--- config.mk ---
export PLATFORM = sky130hd
export DESIGN_NAME = dpram_fifo_ctrl
export DESIGN_NICKNAME = d
export VERILOG_FILES = /design/src/rtl/dpram_fifo_ctrl.sv
export SDC_FILE = /design/constraint.sdc
export NUM_CORES = 1
export LEC_CHECK = 0
export BUFFER_PORTS_ARGS = -buffer_cell sky130_fd_sc_hd__buf_2
export CAP_MARGIN = 30
export CORE_MARGIN = 5
export CORE_UTILIZATION = 55
export CTS_BUF_LIST = sky130_fd_sc_hd__clkbuf_4 sky130_fd_sc_hd__clkbuf_8
export CTS_CLUSTER_SIZE = 40
export DETAILED_ROUTE_END_ITERATION = 7
export PLACE_DENSITY = 0.82
export SKIP_LAST_GASP = 1
export SLEW_MARGIN = 20
export SYNTH_ARGS = -nofsm -noshare
export SYNTH_HDL_FRONTEND = slang
export SYNTH_SLANG_ARGS = --single-unit
export TNS_END_PERCENT = 50
--- constraint.sdc ---
create_clock -name clk -period 5.8 [get_ports clk]
set_clock_uncertainty 0.2 [all_clocks]
set_input_delay 0 -clock clk [delete_from_list [all_inputs] [get_ports clk]]
set_output_delay 0 -clock clk [all_outputs]
set_load 0.03 [all_outputs]
--- src/rtl/dpram_fifo_ctrl.sv ---
// dpram_fifo_ctrl
// Valid/ready FIFO built around an external dual-port RAM. Port A writes,
// port B reads. The RAM has one cycle of read latency, so a two-entry output
// stage (out register plus skid register) keeps the downstream side running
// at one word per cycle. All stream-facing outputs are registered.

module dpram_fifo_ctrl #(
    parameter int AW = 8,
    parameter int DW = 8
) (
    input  logic              clk,
    input  logic              rst,

    // Producer stream
    input  logic [DW-1:0]     s_data,
    input  logic              s_valid,
    output logic              s_ready,

    // Consumer stream
    output logic [DW-1:0]     m_data,
    output logic              m_valid,
    input  logic              m_ready,

    // Total occupancy: RAM + in-flight read + output stage
    output logic [AW+1:0]     count,

    // RAM port A (write side)
    output logic              ram_wren_a,
    output logic [AW-1:0]     ram_addr_a,
    output logic [DW-1:0]     ram_data_a,

    // RAM port B (read side)
    output logic              ram_wren_b,
    output logic [AW-1:0]     ram_addr_b,
    input  logic [DW-1:0]     ram_q_b
);

    // Number of words the RAM can hold; ram_cnt reaching this value means full.
    localparam logic [AW:0] RAM_WORDS = {1'b1, {AW{1'b0}}};

    // ------------------------------------------------------------------
    // State
    // ------------------------------------------------------------------
    logic [AW-1:0] wptr_q,     wptr_d;
    logic [AW-1:0] rptr_q,     rptr_d;
    logic [AW:0]   ram_cnt_q,  ram_cnt_d;
    logic          inflight_q, inflight_d;

    // Output stage: out register (drives m_data) and skid register behind it
    logic [DW-1:0] out_q,      out_d;
    logic          out_vld_q,  out_vld_d;
    logic [DW-1:0] skid_q,     skid_d;
    logic          skid_vld_q, skid_vld_d;

    logic          s_ready_q,  s_ready_d;
    logic [AW+1:0] count_q,    count_d;

    // ------------------------------------------------------------------
    // Handshake and read-issue decisions
    // ------------------------------------------------------------------
    logic          push;
    logic          pop;
    logic          issue;
    logic [1:0]    buf_cnt_q;
    logic [1:0]    buf_cnt_d;
    logic [1:0]    stage_load;

    // Reset gates the write strobe so nothing lands in the RAM while rst is high,
    // even before s_ready has been cleared by the first reset edge.
    assign push = s_valid & s_ready_q & ~rst;
    assign pop  = out_vld_q & m_ready;

    assign buf_cnt_q = {1'b0, out_vld_q} + {1'b0, skid_vld_q};
    assign buf_cnt_d = {1'b0, out_vld_d} + {1'b0, skid_vld_d};

    // Words that will occupy the output stage after this cycle's pop, counting
    // the read already in flight. Never exceeds 2, never goes below 0, because
    // a pop requires out_vld_q.
    assign stage_load = buf_cnt_q + {1'b0, inflight_q} - {1'b0, pop};

    // A read is issued only when a slot is guaranteed for the returning word.
    // ram_cnt_q excludes a write happening this cycle, so the address being
    // written is never the one being read.
    assign issue = (ram_cnt_q != '0) && (stage_load < 2'd2);

    // ------------------------------------------------------------------
    // RAM port wiring
    // ------------------------------------------------------------------
    assign ram_wren_a = push;
    assign ram_addr_a = wptr_q;
    assign ram_data_a = s_data;
    assign ram_wren_b = 1'b0;
    assign ram_addr_b = rptr_q;

    // ------------------------------------------------------------------
    // Stream outputs
    // ------------------------------------------------------------------
    assign s_ready = s_ready_q;
    assign m_data  = out_q;
    assign m_valid = out_vld_q;
    assign count   = count_q;

    // Pointer, RAM occupancy and in-flight next-state
    always_comb begin
        wptr_d     = wptr_q;
        rptr_d     = rptr_q;
        inflight_d = issue;
        if (push) begin
            wptr_d = wptr_q + 1'b1;
        end
        if (issue) begin
            rptr_d = rptr_q + 1'b1;
        end
        ram_cnt_d = ram_cnt_q + {{AW{1'b0}}, push} - {{AW{1'b0}}, issue};
    end

    // Output stage next-state: pop shifts skid forward, then the returning RAM
    // word fills the first free slot so order stays strictly FIFO
    always_comb begin
        // NOTE: every variable written here gets a default first, so no path
        // leaves it unassigned and no latch is inferred.
        out_d      = out_q;
        out_vld_d  = out_vld_q;
        skid_d     = skid_q;
        skid_vld_d = skid_vld_q;

        if (pop) begin
            out_vld_d  = skid_vld_q;
            skid_vld_d = 1'b0;
            if (skid_vld_q) begin
                out_d = skid_q;
            end
        end

        // stage_load < 2 at issue time guarantees a free slot here
        if (inflight_q) begin
            if (!out_vld_d) begin
                out_d     = ram_q_b;
                out_vld_d = 1'b1;
            end else begin
                skid_d     = ram_q_b;
                skid_vld_d = 1'b1;
            end
        end
    end

    // Registered status: s_ready and count reflect the state after this edge
    always_comb begin
        s_ready_d = (ram_cnt_d < RAM_WORDS);
        count_d   = {1'b0, ram_cnt_d}
                  + {{(AW+1){1'b0}}, inflight_d}
                  + {{AW{1'b0}}, buf_cnt_d};
    end

    // Control state register with synchronous reset
    always_ff @(posedge clk) begin
        // NOTE: sequential state uses non-blocking assignments so every
        // register samples the pre-edge values, independent of statement order.
        if (rst) begin
            wptr_q     <= '0;
            rptr_q     <= '0;
            ram_cnt_q  <= '0;
            inflight_q <= 1'b0;
            out_q      <= '0;
            out_vld_q  <= 1'b0;
            skid_vld_q <= 1'b0;
            s_ready_q  <= 1'b0;
            count_q    <= '0;
        end else begin
            wptr_q     <= wptr_d;
            rptr_q     <= rptr_d;
            ram_cnt_q  <= ram_cnt_d;
            inflight_q <= inflight_d;
            out_q      <= out_d;
            out_vld_q  <= out_vld_d;
            skid_vld_q <= skid_vld_d;
            s_ready_q  <= s_ready_d;
            count_q    <= count_d;
        end
    end

    // Skid data register, qualified entirely by skid_vld_q
    always_ff @(posedge clk) begin
        // NOTE: pure datapath storage is left out of reset; its valid flag is
        // reset, so a stale value is never observed. The RAM itself is not
        // cleared either: pointers reset, so old words are never re-read.
        skid_q <= skid_d;
    end

endmodule

== After elaboration in Yosys (flattened, before gate mapping) ==
Cells that the tools add are included.
Cells by class
  $add $sub $neg: 10
  magnitude comparators: 2
  multiplexer cells: 9
  bitwise logic cells: 4
  reduce and logical (&&, ||, !) cells: 3
Operator list (number)
  $mux 8: 4
  $add 8x1->8 const B: 2
  $add 10x2->10: 1
  $add 9x1->10: 1
  $add 9x1->9: 1
  $lt 9x9->1 const B: 1
  $reduce_bool 9->1: 1
  $sub 9x1->9: 1
  $mux 1: 5
  $add 1x1->2: 2
  $and 1x1->1: 3
  $add 2x1->2: 1
  $lt 2x2->1 const B: 1
  $reduce_and 2->1: 1
  $sub 2x1->2: 1
  $logic_and 1x1->1: 1
  $not 1->1: 1
Word-level totals
  register bits after elaboration: 55
  bits of input ports: 20
  output and inout bits: 46
  logic and storage cells: 38

== Longest topological paths before layout ==
Gate-level depths: netlist of run 1.
  depth in word-level cells: 8
  depth in mapped cells: 17

== Least setup slack after synthesis of run 1 ==
OpenSTA, ideal clock, no wires.
  path kind: reg2reg
  start: register out_vld_q (netlist: m_valid)
  end: register count_q[7] (netlist: count[7])
  arrival time: 4.090 ns
  slack: 1.438 ns
  cell stages (with the launch flop): 18
  path buffers: 0
  period minus slack after synthesis: 4.362 ns
  cells stage by stage: dfxtp_1 -> nand2_1 -> inv_1 -> ha_1 -> inv_1 -> ha_1 -> a21oi_1 -> xnor2_1 -> nor2_1 -> ha_1 -> inv_1 -> ha_1 -> fa_1 -> a211o_1 -> and3_4 -> o311a_4 -> nor4_4 -> mux2i_1
On the way
  word-level cells in the longest chain between the ends: 8
Ends and longest elaborated chain
  start, declared: RTL line 51  | logic out_vld_q, out_vld_d;
  start signal, assigned: RTL line 175  | out_vld_q <= out_vld_d;
  $add 1x1->2: RTL line 73  | assign buf_cnt_q = {1'b0, out_vld_q} + {1'b0, skid_vld_q};
  $add 2x1->2: RTL line 79  | assign stage_load = buf_cnt_q + {1'b0, inflight_q} - {1'b0, pop};
  $sub 2x1->2 (*): RTL line 79
  $lt 2x2->1 (*): RTL line 84  | assign issue = (ram_cnt_q != '0) && (stage_load < 2'd2);
  $logic_and 1x1->1 (*): RTL line 84
  via inflight_d: RTL line 47  | logic inflight_q, inflight_d;
  $sub 9x1->9: RTL line 114  | ram_cnt_d = ram_cnt_q + {{AW{1'b0}}, push} - {{AW{1'b0}}, issue};
  $add 9x1->10 (*): RTL line 151  | + {{(AW+1){1'b0}}, inflight_d}
  $add 10x2->10 (*): RTL line 152  | + {{AW{1'b0}}, buf_cnt_d};
  end signal, assigned: RTL line 178  | count_q <= count_d;
  end, declared: RTL line 56  | logic [AW+1:0] count_q, count_d;
The timed path passes the listed nets; every way through them passes the cells marked *.
A chain may end at the register's enable or synchronous reset.

== Worst setup path after layout of run 1 ==
Ends and elaborated chain as after synthesis.

==> results.cfg, run 1 <==
[synth]
yosys.cell_types.count = 48
yosys.area.top_type_share_pct = 34.0
synthTopCellsByCount = dfxtp_1 (47), nor2_1 (33), inv_1 (20), ha_1 (19)
synth-edff-count = 8
ys_async_sr_fraction_pct = 0
syn_area_mm2 = 0.00277
synth_area_per_cell_um2 = 9.72
syn_nets = 326
yosys-top-cells-area = dfxtp_1 (34%), edfxtp_1 (8.7%), ha_1 (8.6%), nor2_1 (4.5%), xnor2_1 (4.4%)
synth-seq-cells = 55
synth_most_common_cell = dfxtp_1
synthFlopType = dfxtp_1
yosysSeqAreaShare_pct = 42.6
synth_cells = 285
synth.largest_area_cell = dfxtp_1
yosys_warnings = 0

[place]
gp_congestion = 0.868
dp_hpwl_um = 4030
placed_cells = 385
io_buffer_count = 48

[critical_path]
reg2reg_slack_ns = 1.19
cp.required_ns = 5.84
worstReg2RegStart = m_valid
worst_setup_path_end_kind = flip-flop
crit_type = reg2reg
cp_max_fo = 8
cp.arrival_ns = 4.65
critPathLaunchType = flip-flop
ff2ff_path_depth = 17
r2r-end = count[7]

[layout]
area_delta_synth_final_pct = 18.3
final_layout_size_suffix_gt1_share_pct = 19.0
fin_util_pct = 68.1
diodes = 0
layout.cells.non_filler = 410
nets = 383

[grt]
first_global_vias = 2137
grt_usage_pct = 17.2
overflow = 0
grt_pass1_wl_um = 9000
grt_max_degree = 43
grt_antenna_before_repair = 0

[route]
wire_per_inst_um = 13.4
routed_wl_um = 5500
first_pass_iters = 4
ant_nets = 0
drcViolationCount = 0
drt_iter0_markers = 69
avgViaCountPerCell = 5.31
num_vias = 2178

[sta]
slew_viol_final = 0
fin_tns_setup_ns = 0
whs_ns = 0.0518
finalSetupViolCount = 0
tightest_slew_ns = 0.761
fmax_mhz = 217
relSlewSlack_pct = 49.3
rsz0062_at_grt = no
finalCritPeriodShare_pct = 79.5
layout_min_cycle_time_ns = 4.61
hold_violations = 0

[cts]
clkSinkCount = 55
ctsResizeCount = 0
clkTransAtPathRegs_ns = 0.09
tritoncts = built
cts-root-buf = clkbuf_8
clockBufferDepth = 2
htree_levels = 2
clk_latency_ns = 0.30
numCtsBuffers = 5
post-cts-setup-buffers = 0

[hold_path]
min_to = ram_addr_a[0]
min_path_type = in2reg
min_from = rst
whs_path_depth = 2

[power_and_ir_drop]
switchingPower_mw = 0.859
netSwitchingFraction_pct = 44.9
irDropWorstVdd_uv = 428
p_comb_share_pct = 60.6
power_mw = 1.91
pwr-share-clk_pct = 11.9
p_per_area_mw_per_mm2 = 584
p_seq_share_pct = 27.5
p_leak_nw = 1.53
intPower_mw = 1.06

[floorplanning]
fp.dieH_um = 81.0
start_util_pct = 57.5
io_pins = 66
std_cell_rows = 25
die_area_mm2 = 0.00656
coreArea_mm2 = 0.00482
chipWidth_um = 81.0

[job]
max_cap_violations = 0

[outcome]
outcome = finished clean
==> through the flow <==
| stage | instance area, um^2 | setup WS [ns] |
|---|---|---|
| CTS | 3280 | 1.22 |
| global route | 3280 | 0.979 |
| finish | 3280 | 1.19 |
| global placement | 3000 | 1.44 |
| detailed placement | 3000 | 1.27 |
| floorplan | 2770 | 1.44 |
==> placed cells by master (no fill, tap or decap), drive strengths merged, types with 2 or more instances in the layout <==
master,Yosys,routed
buf,11,48
dfxtp,47,47
nor2,33,33
inv,20,20
ha,19,19
dlygate4sd3,0,17
xnor2,14,14
nand2,14,14
a21oi,11,11
a211oi,11,11
mux2i,11,11
edfxtp,8,8
clkbuf,4,8
o21ai,7,7
nand3,7,7
xor2,7,7
a21o,7,7
nor3,6,6
nor2b,6,6
nand4,5,5
nor3b,3,3
nand2b,3,3
o311a,3,3
a211o,3,3
nor4,3,3
and3b,2,2
or2,2,2
a221oi,2,2
and2,2,2
fa,2,2
and3,2,2
==> power by group through the flow <==
stage | clock [mW] | combinational [mW] | sequential, mW
floorplan | 0 | 0.818 | 0.632
global placement | 0 | 1.11 | 0.532
detailed placement | 0 | 1.14 | 0.534
CTS | 0.236 | 1.17 | 0.526
global route | 0.250 | 1.29 | 0.537
finish | 0.227 | 1.16 | 0.527
==> metal layers <==
layer	routed length, um	vias to the layer above	track usage (%)
met5	0	-	0
met3	360	9	3.88
met1	2540	988	21.7
met4	73	0	5.24
li1	-	1106	-
met2	2520	75	29.3
==> worst max path at each step <==
stage                     depth (start not counted)  endpoint  slack, ns    start
after floorplan                                  17  count[7]       1.44  m_valid
after global placement                           17  count[7]       1.44  m_valid
final                                            17  count[7]       1.19  m_valid
after detailed placement                         17  count[7]       1.27  m_valid
after CTS                                        17  count[7]       1.22  m_valid
after global routing                             17  count[7]       0.98  m_valid
==> logic make-up after synthesis <==
kind of cell	share of synthesized area [%]
other	0.135
buffers and inverters	5.96
xor gates and xnor gates	6.64
DFF	42.6
muxes	3.97
and+or+nand+nor	17.8
AOI/OAI and AO/OA	12.9
adders and majority gates	10.0
==> cell type report <==
cell class,instances,area (um^2)
clock buffer,8,104
fill,403,1540
inverter,20,75.1
multi-input combinational,195,1420
sequential,55,1180
tap,67,83.8
timing repair buffer,65,410
==> registers in the layout, summed over array words and instances, names as in the netlist <==
signal      count
inflight_q      1
ram_addr_b      8
count          10
m_data          8
ram_cnt_q       9
ram_addr_a      8
m_valid         1
skid_q          8
s_ready         1
skid_vld_q      1
==> worst max-delay path, stage by stage, from the launching register on <==
cell     delay [ns]
dfxtp_1        0.36
nand2_1        0.10
inv_1          0.06
ha_1           0.26
inv_1          0.04
ha_1           0.26
a21oi_1        0.07
xnor2_1        0.50
nor2_1         0.20
ha_1           0.34
inv_1          0.04
ha_1           0.21
fa_1           0.41
a211o_1        0.36
and3_4         0.21
o311a_4        0.39
nor4_4         0.32
mux2i_1        0.21
==> repair_timing <==
action / 4_1_cts / 5_1_grt
endpoints found under the hold margin: 25 / 0
hold buffers: 17 / 0
setup endpoints to repair: 0 / 0
Power figures use the tool's default switching activity.
==> run 2, diff against run 1 <==
CORE_UTILIZATION = 50   (was 55)
PLACE_DENSITY = 0.78   (was 0.82)
clock period = 3.95 ns   (was 5.8 ns; I/O delays follow)
==> run 2 against run 1 <==
Against the previous run: utilization shrank 4.5 points; sequential share of layout area is 1.8 points lower; hold slack improved by 0.054 ns; die area increased by 8.7%; clock-buffer cell count shrank 3; cell area rose by 5.5%; global-route usage shrank 0.19 points; critical path type is now in2reg; critical endpoint unchanged; largest power group unchanged.
==> results.cfg, run 2 (same netlist as run 1, synthesis figures left out) <==
[outcome]
outcome = finished clean

[route]
ant_nets = 0
drcViolationCount = 0
drt_iter0_markers = 71
routed_wl_um = 6010
first_pass_iters = 4
num_vias = 2220
avgViaCountPerCell = 5.20
wire_per_inst_um = 14.1

[sta]
relSlewSlack_pct = 54.1
finalCritPeriodShare_pct = 96.2
fin_tns_setup_ns = 0
layout_min_cycle_time_ns = 3.80
tightest_slew_ns = 0.685
layout_setup_ws_ns = 0.152
slew_viol_final = 0
whs_ns = 0.106
finalSetupViolCount = 0
fmax_mhz = 263
hold_violations = 0

[grt]
grt_usage_pct = 17.0
grt_max_degree = 42
grt_pass1_wl_um = 10100
overflow = 0
grt_antenna_before_repair = 0
first_global_vias = 2279

[place]
pre_cts_ws_ns = 0.00246
dp_hpwl_um = 4260
gp_congestion = 0.910
placed_cells = 395
io_buffer_count = 48
dpl_cell_area_mm2 = 0.00309

[layout]
multiInputGateArea_mm2 = 0.00151
diodes = 0
area_delta_synth_final_pct = 24.8
layout.cells.non_filler = 427
nets = 395
fin_util_pct = 63.6
final_cell_mix = buf_2 (48), dfxtp_1 (46), nor2_1 (32)
largest_reg_flops = 10
design_area_mm2 = 0.00346
nFillCells = 451
layout_commonest_cell = buf_2
regArea_mm2 = 0.00118
final_layout_size_suffix_gt1_share_pct = 25.1

[cts]
clkSinkCount = 55
htree_levels = 2
tritoncts = built
cts-root-buf = clkbuf_8
clockBufferDepth = 2
clk_latency_ns = 0.32
clkTransAtPathRegs_ns = 0.10
numCtsBuffers = 5

[hold_path]
min_to = ram_addr_a[1]
whs_path_depth = 3
min_path_type = in2reg
min_from = s_valid

[floorplanning]
start_util_pct = 50.9
io_pins = 66
chipWidth_um = 84.4
std_cell_rows = 27
coreArea_mm2 = 0.00544
fp.dieH_um = 84.4
die_area_mm2 = 0.00713

[critical_path]
ff2ff_path_depth = 17
cp_max_fo = 4
cp.required_ns = 4.01
startpoint = m_ready
worst_setup_path_end_kind = flip-flop
reg2reg_slack_ns = 0.17
r2r-end = count[7]
worstReg2RegStart = m_valid
critPathLaunchType = input port
cp.arrival_ns = 3.86
crit_type = in2reg

[power_and_ir_drop]
p_per_area_mw_per_mm2 = 889
irDropWorstVdd_uv = 608
power_mw = 3.08
p_leak_nw = 1.59

[job]
max_cap_violations = 0
[run 2: how the worst max path moves through the flow]
stage	slack (ns)	cells past startpoint	end
6_report	0.15	19	count[7]
5_1_grt	-0.0009	16	count[7]
4_1_cts	0.0002	17	count[9]
3_5_place_dp	0.002	17	count[9]
3_3_place_gp	0.08	17	count[7]
2_1_floorplan	-0.005	17	count[7]
[run 2: what timing repair did]
action,CTS,global route
pin swaps,6,10
endpoints found under the hold margin,26,0
buffers inserted,5,1
resized for setup,1,7
setup endpoints to repair,3,6
hold buffers,18,0
[run 2: cell type report]
| type | count | area share, % |
|---|---|---|
| sequential | 55 | 34.3 |
| multi-input combinational | 195 | 43.6 |
| clock buffer | 5 | 1.99 |
| tap | 72 | 2.60 |
| inverter | 20 | 2.17 |
| clock inverter | 3 | 0.796 |
| timing repair buffer | 77 | 14.5 |
[run 2: routing by layer]
layer  track usage (%)  vias up  wire length (um)
li1                  -     1125                 -
met1              21.0     1017              2620
met2              28.7       64              2890
met3              4.32       14               354
met4              6.33        0               139
met5                 0        -                 0
[run 2: worst max-delay path, cell delays in order]
cell	delay, ns
dlygate4sd3_1	0.55
buf_2	0.14
nand2_2	0.06
inv_1	0.06
ha_1	0.27
inv_1	0.10
ha_4	0.21
a21oi_4	0.13
xnor2_2	0.14
nor2_2	0.06
ha_1	0.29
inv_2	0.04
ha_4	0.16
fa_2	0.36
a211o_1	0.29
and3_4	0.20
a211o_4	0.30
nor4_4	0.29
mux2i_1	0.20
[run 2: power by group]
group | switching [mW] | leakage, nW | total (mW) | internal (mW)
combinational | 1.15 | 1.08 | 1.98 | 0.832
clock | 0.194 | 0.0467 | 0.326 | 0.132
sequential | 0.0624 | 0.460 | 0.768 | 0.706
total | 1.41 | 1.59 | 3.08 | 1.67
